==> config.mk <==
export PLATFORM = sky130hd
export DESIGN_NAME = serial_subtractor
export DESIGN_NICKNAME = d
export VERILOG_FILES = /design/src/rtl/serial_subtractor_pkg.sv /design/src/rtl/serial_subtractor_full_subtractor.sv /design/src/rtl/serial_subtractor.sv
export SDC_FILE = /design/constraint.sdc
export NUM_CORES = 1
export LEC_CHECK = 0
export ABC_AREA = 1
export CAP_MARGIN = 20
export CORE_MARGIN = 2
export CORE_UTILIZATION = 40
export DETAILED_ROUTE_END_ITERATION = 8
export GPL_ROUTABILITY_DRIVEN = 1
export PLACE_DENSITY = 0.66
export SLEW_MARGIN = 25
export SYNTH_ARGS = -nofsm -noshare
export SYNTH_HDL_FRONTEND = slang
export SYNTH_HIERARCHICAL = 1
export SYNTH_SLANG_ARGS = --single-unit
==> constraint.sdc <==
create_clock -name clk -period 3.3 [get_ports clk]
set_input_delay 0.33 -clock clk [delete_from_list [all_inputs] [get_ports clk]]
set_output_delay 0.33 -clock clk [all_outputs]
set_load 0.1 [all_outputs]
==> src/rtl/serial_subtractor_pkg.sv <==
// Shared definitions for the bit-serial subtractor: default width and FSM state encoding.
package serial_subtractor_pkg;

    localparam int unsigned DEF_WIDTH = 16;

    typedef enum logic [1:0] {
        S_IDLE = 2'd0,
        S_RUN  = 2'd1,
        S_DONE = 2'd2
    } state_t;

endpackage

==> src/rtl/serial_subtractor_full_subtractor.sv <==
// One-bit full subtractor cell; purely combinational, registered by the caller.
module full_subtractor (
    input  logic a,
    input  logic b,
    input  logic bin,
    output logic diff,
    output logic bout
);

    assign diff = a ^ b ^ bin;
    assign bout = (~a & b) | (~(a ^ b) & bin);

endmodule

==> src/rtl/serial_subtractor.sv <==
// Multi-cycle subtractor: diff = a - b - bin, one bit per clock, LSB first,
// with a start/busy handshake and a one-cycle done pulse.
module serial_subtractor
    import serial_subtractor_pkg::*;
#(
    parameter int unsigned WIDTH = DEF_WIDTH
) (
    input  logic             clk,
    input  logic             rst_n,
    input  logic             start,
    input  logic [WIDTH-1:0] a,
    input  logic [WIDTH-1:0] b,
    input  logic             bin,
    output logic             busy,
    output logic             done,
    output logic [WIDTH-1:0] diff,
    output logic             bout,
    output logic             overflow
);

    localparam int unsigned CNT_W = (WIDTH > 1) ? $clog2(WIDTH) : 1;
    localparam logic [CNT_W-1:0] CNT_LAST = CNT_W'(WIDTH - 1);

    state_t           state;
    state_t           state_nxt;
    logic [CNT_W-1:0] cnt;
    logic [WIDTH-1:0] a_sh;
    logic [WIDTH-1:0] b_sh;
    logic [WIDTH-1:0] diff_q;
    logic             brw;
    logic             a_msb;
    logic             b_msb;
    logic             bout_q;
    logic             ovf_q;
    logic             busy_q;
    logic             done_q;
    logic             cell_d;
    logic             cell_bo;
    logic             load_c;
    logic             step_c;
    logic             last_c;

    full_subtractor u_cell (
        .a    (a_sh[0]),
        .b    (b_sh[0]),
        .bin  (brw),
        .diff (cell_d),
        .bout (cell_bo)
    );

    always_ff @(posedge clk or negedge rst_n) begin
        if (!rst_n) begin
            state <= S_IDLE;
        end else begin
            state <= state_nxt;
        end
    end

    always_comb begin
        state_nxt = state;
        load_c    = 1'b0;
        step_c    = 1'b0;
        last_c    = 1'b0;
        case (state)
            S_IDLE: begin
                if (start) begin
                    load_c    = 1'b1;
                    state_nxt = S_RUN;
                end
            end
            S_RUN: begin
                step_c = 1'b1;
                if (cnt == CNT_LAST) begin
                    last_c    = 1'b1;
                    state_nxt = S_DONE;
                end
            end
            S_DONE:  state_nxt = S_IDLE;
            default: state_nxt = S_IDLE;
        endcase
    end

    // Operand shifters, borrow chain and result registers; results only move during RUN.
    always_ff @(posedge clk or negedge rst_n) begin
        if (!rst_n) begin
            cnt    <= '0;
            a_sh   <= '0;
            b_sh   <= '0;
            brw    <= 1'b0;
            a_msb  <= 1'b0;
            b_msb  <= 1'b0;
            diff_q <= '0;
            bout_q <= 1'b0;
            ovf_q  <= 1'b0;
        end else if (load_c) begin
            cnt    <= '0;
            a_sh   <= a;
            b_sh   <= b;
            brw    <= bin;
            a_msb  <= a[WIDTH-1];
            b_msb  <= b[WIDTH-1];
            diff_q <= '0;
            bout_q <= 1'b0;
            ovf_q  <= 1'b0;
        end else if (step_c) begin
            a_sh   <= a_sh >> 1;
            b_sh   <= b_sh >> 1;
            brw    <= cell_bo;
            diff_q <= {cell_d, diff_q[WIDTH-1:1]};
            if (last_c) begin
                bout_q <= cell_bo;
                // The bit computed now becomes diff's MSB.
                ovf_q  <= (a_msb != b_msb) && (cell_d != a_msb);
            end else begin
                cnt <= cnt + CNT_W'(1);
            end
        end
    end

    // Handshake flags registered from the next state so they align with it.
    always_ff @(posedge clk or negedge rst_n) begin
        if (!rst_n) begin
            busy_q <= 1'b0;
            done_q <= 1'b0;
        end else begin
            busy_q <= (state_nxt != S_IDLE);
            done_q <= (state_nxt == S_DONE);
        end
    end

    assign busy     = busy_q;
    assign done     = done_q;
    assign diff     = diff_q;
    assign bout     = bout_q;
    assign overflow = ovf_q;

endmodule

---- Yosys cells after proc, flatten, opt, wreduce, memory -nomap -nowiden ----
Index checks and enable logic that the tools add are counted.
cells by class
  magnitude comparators ................... 0
  add/sub/neg operators ................... 1
  equal/unequal tests ..................... 6
  $mul .................................... 0
  reductions and logical operators ........ 7
  div/mod/pow operators ................... 0
  bitwise gates (word level) .............. 7
  shift-type cells ........................ 0
  mux-type cells .......................... 25
operator list
  kind                   number
  $mux W16               6
  $mux W1                13
  $mux W4                3
  $reduce_bool A2 Y1     3
  $add A4 B1 Y4 const B  1
  $eq A4 B4 Y1 const B   1
  $mux W2                2
  $pmux W2 S2            1
  $reduce_and A2 Y1      2
  $and A1 B1 Y1          2
  $eq A2 B1 Y1 const B   1
  $eq A2 B2 Y1 const B   1
  $logic_not A2 Y1       1
  $ne A1 B1 Y1           2
  $ne A2 B2 Y1 const B   1
  $not A1 Y1             2
  $xor A1 B1 Y1          2
  $logic_and A1 B1 Y1    1
  $or A1 B1 Y1           1
word-level totals
  bits in read-only memories .............. 0
  latch bits .............................. 0
  word-level logic and storage cells ...... 58
  bits of input ports ..................... 36
  memory bits (writable) .................. 0
  memories kept ........................... 0
  output and inout bits ................... 20
  register bits ........................... 61

---- Depth between registers and ports, before layout ----
Gate-level depths: netlist of the first run.
  word-level depth ........................ 7
  mapped depth ............................ 7

---- Modules after synthesis ----
Netlist of the first run, hierarchy kept.
by module, submodules not included
  module             area an instance (um^2)  instances  cells an instance  sequential area each (um^2)
  serial_subtractor  2509.9                   1          282                1526.5
  full_subtractor    31.3                     1          4                  0.0

---- Worst setup path after synthesis of the first run ----
OpenSTA, ideal clock, no wires.
  path kind ............................... reg2reg
  start ................................... register a_sh[0]
  end ..................................... register ovf_q (netlist: overflow)
  arrival time ............................ 1.167 ns
  data required time ...................... 3.180 ns
  period minus slack after synthesis ...... 1.287 ns
  slack ................................... 2.013 ns
  cell stages (with the launch flop) ...... 7
  cells stage by stage .................... dfrtp_1 fa_1 inv_1 nand2_1 nand2_1 nand4_1 nand2_1
between the ends
  word-level cells in the longest chain between the ends .. 7
RTL lines
  element                      RTL line                                 RTL
  start, declared              serial_subtractor.sv:27                  logic [WIDTH-1:0] a_sh;
  start signal, assigned       serial_subtractor.sv:106                 a_sh <= a_sh >> 1;
  $xor A1 B1 Y1 (2 in series)  serial_subtractor_full_subtractor.sv:10  assign diff = a ^ b ^ bin;
  net cell_d                   serial_subtractor.sv:37                  logic cell_d;
  $ne A1 B1 Y1                 serial_subtractor.sv:113                 ovf_q <= (a_msb != b_msb) && (cell_d != a_msb);
  $logic_and A1 B1 Y1          serial_subtractor.sv:113
  $mux W1                      serial_subtractor.sv:110                 if (last_c) begin
  $mux W1                      serial_subtractor.sv:105                 end else if (step_c) begin
  $mux W1                      serial_subtractor.sv:95                  end else if (load_c) begin
  end signal, assigned         serial_subtractor.sv:113
  end, declared                serial_subtractor.sv:34                  logic ovf_q;
The timed path passes the listed nets, and every way through them passes these cells. The select of a mux whose other input is x is not followed.
A chain may end at the register's enable or synchronous reset.

---- Final worst setup path of the first run ----
  start ................................... register ovf_q (netlist: overflow)
  end ..................................... output overflow
RTL lines
  element        RTL line                 RTL
  end, declared  serial_subtractor.sv:18  output logic overflow
No word-level cell between the ends.

==> run summary, run 1 <==
outcome -> complete, but fails checks
failing checks -> negative hold slack
Synth area leaders -> dfrtp_1 (60%), nand2_1 (16%), nand3_1 (7.5%), inv_1 (4.0%), o22ai_1 (3.9%)
drt pass-1 iters -> 4
Post-Syn Area per Cell -> 8.885 um2
Post-Place Cells -> 408
XOR/XNOR share of the synthesized area -> 0.3447%
gp weighted congestion -> 0.8253
Critical Path Slowest Stage Cell -> clkdlybuf4s50_1
CP arrival -> 1850 ps
Fin. Hold Viols -> 42
worst hold margin -> -33.40 ps
WP buf/inv -> 1
period utilization -> 66.06%
ratio of cells with drive above 1 in the final layout -> 6.340%
crit-path cells -> clkdlybuf4s50_1
Adder-Cell Fraction of Synth Area -> 1.280%
largest family of logic cells by synthesized area -> simple AND/OR/NAND/NOR gates
pin count of the biggest net entering global routing -> 44
CTS tree -> done
Core Region -> 0.006241 mm2
clk sinks -> 61
setup TNS -> 0 ps
Post-CTS Setup Inserts -> 0
CP Class -> reg2out
final worst setup slack -> 1120 ps
Synth Area in Compound Gates -> 5.662%
Max stage delay on crit path -> 1140 ps
initial antenna violation count -> 0
Residual DRC -> 0
DR vias/cell -> 4.748
I/O Pins -> 56
CTS Buf Count -> 9
htree depth -> 3
#FFs+latches synth -> 61
Max VDD drop -> 654.7 uV
fin cells -> 424
Clock Power Share -> 18.0%
Synth Cell Area -> 0.002541 mm2
Gate power share -> 47.2%
antenna viol nets, final -> 0
Initial Utilization -> 40.72%
DRT iter0 DRCs -> 91
setup slack, reg-to-reg -> 1500 ps
Die Height -> 83.71 um
Yosys Warn Count -> 6
Hold Crit Class -> in2async
cts repair resizes -> 0
static leakage -> 1.585 nW
clk buf depth -> 2
post-synth top area share -> 60.07%
area leader, netlist -> dfrtp_1
part of the power in registers -> 34.8%
worst-margin pin slew -> 994.8 ps
die area -> 0.007007 mm2
Crit. End Element -> primary output
Die W -> 83.71 um
mux share of post-synthesis cell area -> 0.3939%
Area growth, synth to finish -> 30.97%
Layout Skew -> 4.704 ps
Sw Pwr -> 1.633 mW
Total Routed Length -> 5337 um
startpoint types -> flop
hpwl dp -> 3570 um
max-slew violations -> 0
PwrDens -> 1049 mW/mm2
fin nets -> 380
critical path fanouts, max -> 2
vias in the first global route -> 2078
final setup fails -> 0
max cap viols -> 0
Levels on crit path -> 1
Place WS -> 1120 ps
total track usage -> 17.06%
hold_buf cts -> 0
delay-heaviest family, CP -> buffers and inverters
RSZ-0062 raised after global routing -> false
Root Driver -> clkbuf_8
worst reg2reg path depth -> 6
DR WL/cell -> 12.59 um
clk_lat worst skew -> 340 ps
Fmax -> 458.7 MHz
relative slew slack -> 33.47%
final core utilization -> 53.33%
Worst EP required -> 2970 ps
Int Pwr -> 1.859 mW
# rows -> 29
final critical-path required period -> 2180 ps
Syn Inst Count -> 286
syn nets -> 324
global-route wire length before repair -> 9404 um
Yosys cell types -> 19
simple-gate share of the synthesized area -> 25.06%
clock slew at reported path FFs -> 60 ps
Sw Share -> 46.77%
grt total ovfl -> 0
Port-buffer cells -> 55
routed via count -> 2013
n_diodes -> 0
sequential element share of the synthesized area -> 60.07%
==> cells in the mapped netlist, drive strengths merged <==
| library cell | count |
|---|---|
| o211ai | 2 |
| xor2 | 1 |
| inv | 30 |
| nand2 | 111 |
| ha | 1 |
| mux2i | 1 |
| dfrtp | 61 |
| nand3 | 38 |
| o22ai | 16 |
| buf | 13 |
| nor2 | 4 |
| o21ai | 5 |
| fa | 1 |
| nand4 | 2 |
==> per-layer routing <==
metal	GRT usage [%]	share of wire, %	up-vias
li1	-	-	1016
met1	22.32	46	945
met2	25.75	47	41
met3	4.055	4.3	11
met4	10.26	2.8	0
met5	0	0	-
==> final timing paths <==
path,startpoint,to
worst min register to register,bout,bout
worst max-delay path,overflow,overflow
worst min-delay path,rst_n,cnt[0]
worst max register to register,state[0],overflow
min in group clk,bout,bout
max in group asynchronous,rst_n,state[1]
==> registers in the layout, indices dropped and copies added (netlist names), 2 cells and up <==
register,count
b_sh,16
state,2
a_sh,16
cnt,4
diff,16
==> layout make-up <==
cell class	count	area [um2]
Clock buffer	16	190.2
Fill cell	570	2913
Inverter	30	112.6
Multi-Input combinational cell	182	832.0
Sequential cell	61	1526
Tap cell	77	96.34
Timing Repair Buffer	58	570.5
==> placed cells by master (no fill, tap or decap) <==
cell / Yosys / routed
clkbuf_1: 0 / 3
ha_1: 1 / 1
nand4_1: 2 / 2
o21ai_2: 1 / 1
o211ai_1: 2 / 2
o22ai_1: 16 / 16
inv_2: 3 / 3
dfrtp_1: 61 / 61
mux2i_1: 1 / 1
nand2_1: 111 / 111
inv_1: 27 / 27
clkbuf_8: 0 / 13
fa_1: 1 / 1
nor2_1: 3 / 3
nor2_2: 1 / 1
o21ai_1: 1 / 1
xor2_1: 1 / 1
buf_4: 2 / 4
o21ai_0: 3 / 3
clkdlybuf4s50_1: 0 / 54
nand3_1: 38 / 38
==> stage by stage <==
| stage | power (mW) | area (um2) | hold slack (ps) |
|---|---|---|---|
| after floorplan | 2.484 | 2541 | 34.41 |
| after global placement | 2.861 | 3136 | 469.1 |
| after detailed placement | 2.887 | 3136 | 465.8 |
| after CTS | 3.526 | 3326 | 173.0 |
| after global routing | 3.720 | 3328 | 19.68 |
| final | 3.492 | 3328 | -33.40 |
==> power groups by stage <==
stage | combinational, mW | sequential (mW) | clock [mW]
CTS | 1.67 | 1.22 | 0.644
finish | 1.65 | 1.21 | 0.629
detailed placement | 1.66 | 1.23 | 0
global placement | 1.64 | 1.22 | 0
global route | 1.78 | 1.25 | 0.683
floorplan | 0.578 | 1.91 | 0
==> kinds of logic (layout without fill, tap and decap cells) <==
kind of cell	after synthesis	in the layout
simple gates	155	155
flops	61	61
buf+inv	43	104
compound gates	23	23
fa+ha+maj	2	2
xor+xnor	1	1
mux	1	1
(Power assumes the default switching activity.)
==> inputs of run 2 (changes only) <==
clock period = 2.1 ns   (was 3.3 ns; I/O delays follow)
==> run summary, run 2 (synthesis gave the netlist of run 1 again) <==
outcome -> finished, final reports clean
most frequent cells in the layout -> nand2_1 (111), dfrtp_1 (61), nand3_1 (38)
n_diodes -> 0 (unchanged)
Die W -> 83.71 um (unchanged)
fin cells -> 429 (+1.2%)
DR WL/cell -> 12.83 um (+1.9%)
Root Driver -> clkbuf_8
worst hold margin -> 425.7 ps (+459.1 ps)
startpoint types -> flop
static leakage -> 1.654 nW (+4.3%)
Post-CTS Setup Inserts -> 0 (unchanged)
final core utilization -> 53.67% (+0.34 points)
antenna viol nets, final -> 0 (unchanged)
relative slew slack -> 57.75% (+24 points)
vias in the first global route -> 1947 (-6.3%)
commonest non-fill, non-tap cell in the layout -> nand2_1
# rows -> 29 (unchanged)
M1 wire length -> 2684 um (+8.6%)
Residual DRC -> 0 (unchanged)
max-slew violations -> 0 (unchanged)
global-route wire length before repair -> 9356 um (-0.51%)
Crit. End Element -> flop
Fmax -> 712.3 MHz
drt pass-1 iters -> 4 (unchanged)
met3 WL -> 285 um (+23%)
hpwl dp -> 3638 um (+1.9%)
fin nets -> 385 (+1.3%)
Area growth, synth to finish -> 31.81%
Max VDD drop -> 1137 uV (+74%)
htree depth -> 3 (unchanged)
Total Routed Length -> 5503 um (+3.1%)
clk_lat worst skew -> 340 ps (about the same)
DR vias/cell -> 4.753 (+0.11%)
period utilization -> 66.85%
RSZ-0062 raised after global routing -> false
Core Region -> 0.006241 mm2 (unchanged)
Initial Utilization -> 40.72% (unchanged)
PwrDens -> 1666 mW/mm2 (+59%)
DR top layer -> met4
gp weighted congestion -> 0.7988 (-3.2%)
initial antenna violation count -> 0 (unchanged)
clk buf depth -> 2 (unchanged)
final setup fails -> 0 (unchanged)
final critical-path required period -> 1404 ps
clock slew at reported path FFs -> 70 ps (about the same)
grt total ovfl -> 0 (unchanged)
critical path fanouts, max -> 2 (unchanged)
dpl cell area -> 0.003128 mm2 (-0.24%)
fin area -> 0.003349 mm2 (+0.64%)
Worst EP required -> 2330 ps (-640 ps)
pin count of the biggest net entering global routing -> 36 (-18%)
die area -> 0.007007 mm2 (unchanged)
I/O Pins -> 56 (unchanged)
Port-buffer cells -> 55 (unchanged)
met2 WL -> 2427 um (-2.3%)
CP Class -> reg2reg
total track usage -> 17.00% (-0.053 points)
ratio of cells with drive above 1 in the final layout -> 13.64% (+7.3 points)
setup TNS -> 0 ps (unchanged)
Die Height -> 83.71 um (unchanged)
CTS Buf Count -> 9 (unchanged)
Fin. Hold Viols -> 0 (-100%)
DRT iter0 DRCs -> 188 (+110%)
routed via count -> 2039 (+1.3%)
Layout Skew -> 6.641 ps (+1.938 ps)
clk sinks -> 61 (unchanged)
CP arrival -> 1630 ps (-220 ps)
worst-margin pin slew -> 633.8 ps (-361.0 ps)
Hold Crit Class -> in2async
CTS tree -> done
max cap viols -> 0 (unchanged)
Post-Place Cells -> 412 (+0.98%)
## run 2: per-stage QoR
stage          total power, mW  setup WS (ps)
4_1_cts                  5.631          692.0
6_report                 5.581          696.1
5_1_grt                  5.942          591.4
3_3_place_gp             4.473          544.9
2_1_floorplan            3.903          813.2
3_5_place_dp             4.516          518.0
## run 2: path summary, 6_finish.rpt
kind	from	end	slack, ps	cells after the start
worst max-delay path	b_sh[0]	overflow	700	7
worst min-delay path	rst_n	cnt[1]	430	2
worst max register to register	b_sh[0]	overflow	700	7
worst min register to register	diff[0]	diff[0]	480	2
max in group asynchronous	rst_n	b_sh[3]	1060	3
min in group clk	bin	brw	430	3
## run 2: critical path, stage by stage, from the launching register on
cell and delay [ps]:
dfrtp_1 360, inv_1 80, fa_1 540, inv_1 70
nand2_1 60, nand2_1 50, nand4_1 90, nand2_1 60
## run 2: final cells by class
class,count,area [um2]
flip-flops and latches,61,1526
clock inverters,3,42.54
well taps,77,96.34
repair buffers,63,570.5
multi-input cells,182,832.0
inverters,30,112.6
fillers,569,2892
clock buffers,13,168.9
## run 2: power by group
group	internal [mW]	switching [mW]	total, mW
Clock	0.644	0.445	1.09
Sequential	1.64	0.260	1.90
Combinational	0.694	1.90	2.59
Total	2.98	2.60	5.58
## run 2: metal layers
metal  GRT usage (%)  vias up
met5               0        -
met4           8.211        0
met3           5.045       10
met2           24.29       48
met1           23.70      946
li1                -     1035
## run 2: what timing repair did
| action | 4_1_cts | 5_1_grt |
|---|---|---|
| endpoints found under the hold margin | 26 | 0 |
| gates resized for setup | 0 | 0 |
| hold buffers | 1 | 0 |
